## src/rtl/interlude_pkg.sv

```systemverilog
// rtl/interlude_pkg.sv - shared state, opcode, ALU and condition encodings for the interlude core
package interlude_pkg;

  typedef enum logic [1:0] {
    ST_FETCH = 2'd0,
    ST_EXEC  = 2'd1,
    ST_HALT  = 2'd2
  } state_t;

  localparam int NUM_REGS = 8;

  localparam logic [1:0] CLS_IMM = 2'b00;
  localparam logic [1:0] CLS_ALU = 2'b01;
  localparam logic [1:0] CLS_MOV = 2'b10;
  localparam logic [1:0] CLS_CTL = 2'b11;

  localparam logic [5:0] ALU_OR   = 6'd0;
  localparam logic [5:0] ALU_NAND = 6'd1;
  localparam logic [5:0] ALU_NOR  = 6'd2;
  localparam logic [5:0] ALU_AND  = 6'd3;
  localparam logic [5:0] ALU_ADD  = 6'd4;
  localparam logic [5:0] ALU_SUB  = 6'd5;
  localparam logic [5:0] ALU_XOR  = 6'd6;
  localparam logic [5:0] ALU_SHL  = 6'd7;

  localparam logic [2:0] COND_HALT = 3'd0;
  localparam logic [2:0] COND_EQZ  = 3'd1;
  localparam logic [2:0] COND_LTZ  = 3'd2;
  localparam logic [2:0] COND_LEZ  = 3'd3;
  localparam logic [2:0] COND_ALW  = 3'd4;
  localparam logic [2:0] COND_NEZ  = 3'd5;
  localparam logic [2:0] COND_GEZ  = 3'd6;
  localparam logic [2:0] COND_GTZ  = 3'd7;

  localparam logic [2:0] REG_IMM   = 3'd0;
  localparam logic [2:0] REG_ALU_A = 3'd1;
  localparam logic [2:0] REG_ALU_B = 3'd2;
  localparam logic [2:0] REG_ALU_Y = 3'd3;
  localparam logic [2:0] REG_IO    = 3'd7;

endpackage

```

## src/rtl/interlude_alu.sv

```systemverilog
// rtl/interlude_alu.sv - combinational ALU and signed branch-condition evaluation
module interlude_alu
  import interlude_pkg::*;
#(
  parameter int DATA_W = 8
) (
  input  logic [DATA_W-1:0] i_a,
  input  logic [DATA_W-1:0] i_b,
  input  logic [5:0]        i_op,
  input  logic [DATA_W-1:0] i_cond_val,
  input  logic [2:0]        i_cond,
  output logic [DATA_W-1:0] o_y,
  output logic              o_taken
);

  localparam logic [DATA_W-1:0] SHIFT_LIM = DATA_W'(DATA_W);

  logic w_zero;
  logic w_neg;

  assign w_zero = (i_cond_val == '0);
  assign w_neg  = i_cond_val[DATA_W-1];

  always_comb begin
    o_y = '0;
    case (i_op)
      ALU_OR:   o_y = i_a | i_b;
      ALU_NAND: o_y = ~(i_a & i_b);
      ALU_NOR:  o_y = ~(i_a | i_b);
      ALU_AND:  o_y = i_a & i_b;
      ALU_ADD:  o_y = i_a + i_b;
      ALU_SUB:  o_y = i_a - i_b;
      ALU_XOR:  o_y = i_a ^ i_b;
      // Shifting by the full width or more must give zero, not a tool-dependent result
      ALU_SHL:  o_y = (i_b >= SHIFT_LIM) ? '0 : (i_a << i_b);
      default:  o_y = '0;
    endcase
  end

  always_comb begin
    o_taken = 1'b0;
    case (i_cond)
      COND_EQZ:  o_taken = w_zero;
      COND_LTZ:  o_taken = w_neg;
      COND_LEZ:  o_taken = w_neg | w_zero;
      COND_ALW:  o_taken = 1'b1;
      COND_NEZ:  o_taken = ~w_zero;
      COND_GEZ:  o_taken = ~w_neg;
      COND_GTZ:  o_taken = ~w_neg & ~w_zero;
      COND_HALT: o_taken = 1'b0;
      default:   o_taken = 1'b0;
    endcase
  end

endmodule

```

## src/rtl/interlude_core.sv

```systemverilog
// rtl/interlude_core.sv - fetch/execute byte-code core with eight registers
// Optional INTERLUDE_IO_EN: r7 reads return io_in, r7 writes only drive io_out.
module interlude_core
  import interlude_pkg::*;
#(
  parameter int DATA_W = 8,
  parameter int ADDR_W = 8
) (
  input  logic              clk,
  input  logic              reset_n,
  output logic              imem_req,
  output logic [ADDR_W-1:0] imem_addr,
  input  logic              imem_ack,
  input  logic [7:0]        imem_data,
  input  logic [DATA_W-1:0] io_in,
  output logic [DATA_W-1:0] io_out,
  output logic              retire,
  output logic              halted
);

  state_t                   r_state;
  state_t                   w_next;
  logic                     r_run;
  logic [ADDR_W-1:0]        r_pc;
  logic [7:0]               r_ir;
  logic [DATA_W-1:0]        r_regs [NUM_REGS];

  logic [1:0]               w_cls;
  logic [2:0]               w_src;
  logic [2:0]               w_dst;
  logic [2:0]               w_cond;
  logic                     w_is_halt;
  logic                     w_is_branch;
  logic                     w_taken;
  logic [DATA_W-1:0]        w_src_val;
  logic [DATA_W-1:0]        w_alu_y;
  logic [ADDR_W+DATA_W-1:0] w_r0_ext;
  logic [ADDR_W-1:0]        w_target;
  logic [ADDR_W-1:0]        w_pc_inc;
  logic [ADDR_W-1:0]        w_pc_next;

  assign w_cls       = r_ir[7:6];
  assign w_src       = r_ir[5:3];
  assign w_dst       = r_ir[2:0];
  assign w_cond      = r_ir[2:0];
  assign w_is_halt   = (w_cls == CLS_CTL) && (w_cond == COND_HALT);
  assign w_is_branch = (w_cls == CLS_CTL) && (w_cond != COND_HALT);

`ifdef INTERLUDE_IO_EN
  assign w_src_val = (w_src == REG_IO) ? io_in : r_regs[w_src];
`else
  logic w_unused_io;
  assign w_src_val   = r_regs[w_src];
  assign w_unused_io = ^io_in;
`endif

  interlude_alu #(
    .DATA_W (DATA_W)
  ) u_alu (
    .i_a        (r_regs[REG_ALU_A]),
    .i_b        (r_regs[REG_ALU_B]),
    .i_op       (r_ir[5:0]),
    .i_cond_val (r_regs[REG_ALU_Y]),
    .i_cond     (w_cond),
    .o_y        (w_alu_y),
    .o_taken    (w_taken)
  );

  // Widening first makes the target a plain zero-extend or truncate of r0 for any width pair
  assign w_r0_ext = {{ADDR_W{1'b0}}, r_regs[REG_IMM]};
  assign w_target = w_r0_ext[ADDR_W-1:0];
  assign w_pc_inc = r_pc + ADDR_W'(1);

  always_comb begin
    w_pc_next = w_pc_inc;
    if (w_is_halt) begin
      w_pc_next = r_pc;
    end else if (w_is_branch && w_taken) begin
      w_pc_next = w_target;
    end
  end

  always_ff @(posedge clk or negedge reset_n) begin
    if (!reset_n) begin
      r_state <= ST_FETCH;
    end else begin
      r_state <= w_next;
    end
  end

  always_comb begin
    w_next = r_state;
    case (r_state)
      ST_FETCH: if (imem_req && imem_ack) w_next = ST_EXEC;
      ST_EXEC:  w_next = w_is_halt ? ST_HALT : ST_FETCH;
      ST_HALT:  w_next = ST_HALT;
      default:  w_next = ST_FETCH;
    endcase
  end

  // r_run keeps the request low while reset is held and for the state reset leaves behind
  always_comb begin
    imem_req = r_run && (r_state == ST_FETCH);
    retire   = (r_state == ST_EXEC);
    halted   = (r_state == ST_HALT);
  end

  assign imem_addr = r_pc;
  assign io_out    = r_regs[REG_IO];

  always_ff @(posedge clk or negedge reset_n) begin
    if (!reset_n) begin
      r_run <= 1'b0;
      r_pc  <= '0;
      r_ir  <= '0;
      for (int i = 0; i < NUM_REGS; i++) begin
        r_regs[i] <= '0;
      end
    end else begin
      r_run <= 1'b1;
      if (imem_req && imem_ack) begin
        r_ir <= imem_data;
      end
      if (r_state == ST_EXEC) begin
        r_pc <= w_pc_next;
        case (w_cls)
          CLS_IMM: r_regs[REG_IMM] <= DATA_W'(r_ir[5:0]);
          CLS_ALU: r_regs[REG_ALU_Y] <= w_alu_y;
          CLS_MOV: if (w_src != w_dst) r_regs[w_dst] <= w_src_val;
          default: ;
        endcase
      end
    end
  end

endmodule

```

## config.mk

```make
export PLATFORM = sky130hd
export DESIGN_NAME = interlude_core
export DESIGN_NICKNAME = d
export VERILOG_FILES = /design/src/rtl/interlude_pkg.sv /design/src/rtl/interlude_alu.sv /design/src/rtl/interlude_core.sv
export SDC_FILE = /design/constraint.sdc
export NUM_CORES = 1
export LEC_CHECK = 0
export BUFFER_PORTS_ARGS = -buffer_cell sky130_fd_sc_hd__buf_2
export CELL_PAD_IN_SITES_DETAIL_PLACEMENT = 1
export CELL_PAD_IN_SITES_GLOBAL_PLACEMENT = 1
export CORE_AREA = 2 2 110 112
export CTS_CLUSTER_DIAMETER = 60
export CTS_CLUSTER_SIZE = 20
export DETAILED_ROUTE_END_ITERATION = 10
export DIE_AREA = 0 0 112 114
export PLACE_DENSITY_LB_ADDON = 0.1
export SYNTH_ARGS = -nofsm -noshare
export SYNTH_HDL_FRONTEND = slang
export SYNTH_SLANG_ARGS = --single-unit
export TNS_END_PERCENT = 1
```

## constraint.sdc

```tcl
create_clock -name clk -period 3.8 [get_ports clk]
set_input_delay 0.19 -clock clk [delete_from_list [all_inputs] [get_ports clk]]
set_output_delay 0.19 -clock clk [all_outputs]
set_load 0.02 [all_outputs]
```

==> results by stage <==
Run status:
- The run finished with clean final reports.

Floorplanning:
- The die outline width is around 110 microns.
- The die span in y is 114 microns.
- The boundary pin count is 38.
- For this configuration, the core starts out at a cell density of approximately 46%.
- The floorplan step defined a die boundary enclosing 12800 sq um.
- After floorplanning, the core was sized to cover around 12000 sq um.
- The number of standard-cell rows in the floorplan is 40.

Clocking:
- Clock-pin slew was measured on the worst setup and hold paths at 0.07 ns.
- In this run the number of H-tree levels came out at 3.
- The later pin in the worst-skew pair is clocked with a latency of 0.34 ns.
- TritonCTS built the clock tree.
- The hold buffer count at cts is 0.
- The quantity of gates resized following cts is 0.
- The buffers inserted during post-CTS setup optimization is 0.
- The maximum count of clock buffers along a single path is 2.
- The total number of clock tree sinks is 83.
- Buffers inserted during clock tree synthesis total 9.
- The root buffer cell chosen for the clock tree is sky130_fd_sc_hd__clkbuf_16.

Routing:
- After the first detailed-routing iteration, the DRC count stood at a little under 300.
- Dividing the detail-routed wire length by the instance count gives roughly 22 microns.
- The average vias per placed instance is 6.08.
- The residual antenna-violating net count after detailed routing is 0.
- For this run, design rule violations remaining after detail routing come to 0.
- The count of vias placed by the detailed router is 4363.
- Summed over all layers, the routed wires come to 16.0 mm.
- The first detailed-routing pass took 5 iterations.

Critical path:
- The slowest stage cell on the critical path is sky130_fd_sc_hd__dfrtp_1.
- The largest stage delay on the critical path is 0.38 ns.
- The cell family contributing the most delay on the critical path is simple AND/OR/NAND/NOR gates.
- The worst setup path is captured at a register.
- The internal reg-to-reg setup slack is 0.66 ns.
- The launch instance of the worst register-to-register path is r_ir[1]$_DFFE_PN0P_.
- The maximum fanout encountered on the critical timing path is 7.
- The number of buffer and inverter instances along the worst setup path is 1.
- STA puts the critical path data arrival time at 3.36 ns.
- The critical path start-end classification is reg -> reg.
- Walking the worst path, the cells encountered are nor2b_1 > and2_1 > nand2_1 > o21ai_0 > inv_1 > ha_1 > nor2b_1 > o2111ai_1 > and3_1 > o31a_1 > o21ai_0 > a31oi_1.
- The startpoint of the worst setup timing path is r_ir[1]$_DFFE_PN0P_.
- The worst setup path is launched from a register.
- STA puts the critical path data required time at 4.02 ns.

Timing:
- The largest clock skew in the final design is 0.00697 ns.
- Dividing the final minimum period by the clock period gives 82.7%.
- Setup violations remaining at the end of the flow were counted as 0.
- The worst path in the final design needs a cycle of 3.14 ns, including I/O delays and setup.
- The worst slew slack as a fraction of its limit is 26.7%.
- Setup slack on the critical path of the routed design comes to 0.656 ns.
- The final max-slew violation count is 0.
- Setup repair after global routing left no endpoint under its margin.
- The setup total negative slack is 0 ns.
- Derived from the worst setup path, the maximum achievable clock frequency is 0.318 GHz.
- The slew of the pin with the lowest slew margin is 1.10 ns.
- The number of endpoints with negative hold slack in the final report is 0.

Finish:
- In the layout the commonest cells are sky130_fd_sc_hd__dfrtp_1 (83), sky130_fd_sc_hd__nand2_1 (49), sky130_fd_sc_hd__nor2_1 (43).
- From synthesis to final layout, the design area changed by 9.50%.
- The number of antenna repair diodes is 0.
- The layout has around 1300 filler cells.
- The number of nets in the finished design is 612.
- Cells with a size suffix above 1 make up 17.3% of the layout.
- The library cell used most frequently in the layout, excluding fill and tap cells, is sky130_fd_sc_hd__dfrtp_1.

Global route:
- The via count of the first global-routing pass is 4569.
- The pin count of the biggest net entering global routing is 84.
- Summed over all layers, the global routing overflow is 0.
- The number of antenna violations at the first check in global routing is 0.
- Across every metal layer, demand over resource in global routing totals 26.2%.
- The first global-routing pass estimated about 26 mm of wire.

Hold path:
- The path class of the tightest hold or removal check is in -> async.

Synthesis:
- The synthesized area per cell is 9.74 sq um.
- The synthesized net count is 599.
- The async set-or-reset flop fraction in the synthesized netlist is 100%.
- Counting flops with a built-in enable in the synthesized netlist gives 0.
- The post-synthesis instance total is 554.
- The share of the yosys chip area belonging to registers is 38.5%.
- After synthesis, the netlist uses between 60 and 70 different library cells.
- Yosys printed 0 warnings.
- The dominant register cell in the synthesized netlist is sky130_fd_sc_hd__dfrtp_1.
- The post-synthesis instance area is ~5400 sq um.
- The register bit count reported by yosys is 83.

Power and ir drop:
- In this run the power density over the cells is 751 nW/um^2.
- The highest ir drop seen on vdd is 0.343 mV.
- The static leakage is 0.00259 uW.

Placement:
- At the placement stage, the worst setup path has a slack of 0.694 ns.
- The routability congestion estimate is 0.862.
- Detailed placement finished with a half-perimeter wire length of 11.3 mm.
- Input and output buffers added on the ports amount to 29.

Flow run:
- The number of maximum-capacitance constraint violations is 0.
## per-stage QoR
step / util, % / cell area (sq um) / hold slack [ns] / std cells / total power [uW]
3_5_place_dp: 47.9 / 5610 / 0.426 / 703 / 3540
6_report: 50.5 / 5910 / 0.0352 / 718 / 4440
5_1_grt: 50.5 / 5910 / 0.0685 / 718 / 4740
2_1_floorplan: - / 5400 / -0.106 / 554 / 2910
3_3_place_gp: 47.9 / 5610 / 0.421 / 703 / 3430
4_1_cts: 50.5 / 5910 / 0.0708 / 718 / 4450
## final timing paths
kind,depth (start not counted),endpoint
max in group asynchronous,1,r_regs[36]$_DFFE_PN0P_
worst min-delay path,1,r_ir[7]$_DFFE_PN0P_
worst min register to register,2,r_regs[10]$_DFFE_PN0P_
worst max-delay path,12,r_regs[39]$_DFFE_PN0P_
worst max register to register,12,r_regs[39]$_DFFE_PN0P_
min in group clk,2,r_ir[3]$_DFFE_PN0P_
## state kept, by name, indices dropped and copies added (netlist names)
register,flops
io_out,8
w_target,8
r_ir,8
r_regs,48
r_state,2
imem_addr,8
r_run,1
## cells in the mapped netlist, drive strengths merged, types with 5 or more instances
| cell | n | area [sq um] |
|---|---|---|
| xnor2 | 17 | 149 |
| nand2 | 49 | 184 |
| clkbuf | 15 | 56.3 |
| nor2 | 44 | 173 |
| o21a | 5 | 37.5 |
| o31ai | 5 | 42.5 |
| a31oi | 5 | 31.3 |
| nor3 | 14 | 75.1 |
| o21ai | 37 | 185 |
| inv | 25 | 93.8 |
| buf | 26 | 168 |
| a211oi | 5 | 37.5 |
| nand2b | 7 | 43.8 |
| and3 | 5 | 31.3 |
| a21oi | 42 | 210 |
| mux2 | 15 | 169 |
| dfrtp | 83 | 2080 |
| nor2b | 11 | 68.8 |
| ha | 25 | 313 |
| mux2i | 28 | 280 |
| nand3 | 11 | 55.1 |
| mux4 | 18 | 409 |
## layer usage
layer | GRT usage (%) | wire [microns] | share of wire (%) | vias to the layer above
met5 | 0 | 0 | 0 | -
met4 | 7.89 | 228 | 1.4 | 0
met3 | 4.41 | 783 | 4.9 | 15
met2 | 43.5 | 7990 | 50 | 100
met1 | 35.5 | 6950 | 44 | 2239
li1 | - | - | - | 2009
## logic make-up (layout without fill, tap and decap cells)
family,Yosys count,after routing,synth area share [%]
AND/OR/NAND/NOR,169,169,15.8
AO/OA/AOI/OAI,130,130,14.8
flip-flops,83,83,38.5
buffers and inverters,66,83,5.89
multiplexers,61,61,15.9
adder cells (fa/ha/maj),26,26,6.17
XOR/XNOR,18,18,2.92
other,1,1,0.0695
## worst reg2reg max path, stage by stage (launching register included)
cell,delay [ns]
sky130_fd_sc_hd__dfrtp_1,0.38
sky130_fd_sc_hd__nor2b_1,0.35
sky130_fd_sc_hd__and2_1,0.25
sky130_fd_sc_hd__nand2_1,0.17
sky130_fd_sc_hd__o21ai_0,0.39
sky130_fd_sc_hd__inv_1,0.09
sky130_fd_sc_hd__ha_1,0.28
sky130_fd_sc_hd__nor2b_1,0.17
sky130_fd_sc_hd__o2111ai_1,0.17
sky130_fd_sc_hd__and3_1,0.21
sky130_fd_sc_hd__o31a_1,0.29
sky130_fd_sc_hd__o21ai_0,0.17
sky130_fd_sc_hd__a31oi_1,0.11
## layout make-up
class | instances | area, sq um | area share (%)
Multi-Input combinational cell | 405 | 3000 | 50.8
Sequential cell | 83 | 2080 | 35.1
Timing Repair Buffer | 43 | 253 | 4.28
Clock buffer | 10 | 239 | 4.04
Tap cell | 147 | 184 | 3.11
Inverter | 25 | 93.8 | 1.59
Clock inverter | 5 | 61.3 | 1.04
## report_power, final
group	total, uW	leakage [uW]	switching, uW	internal (uW)
clock network	906	0.000149	379	527
logic	2060	0.00138	1170	887
registers	1470	0.00107	336	1140
Note: power is estimated with default switching activity, not from simulation.
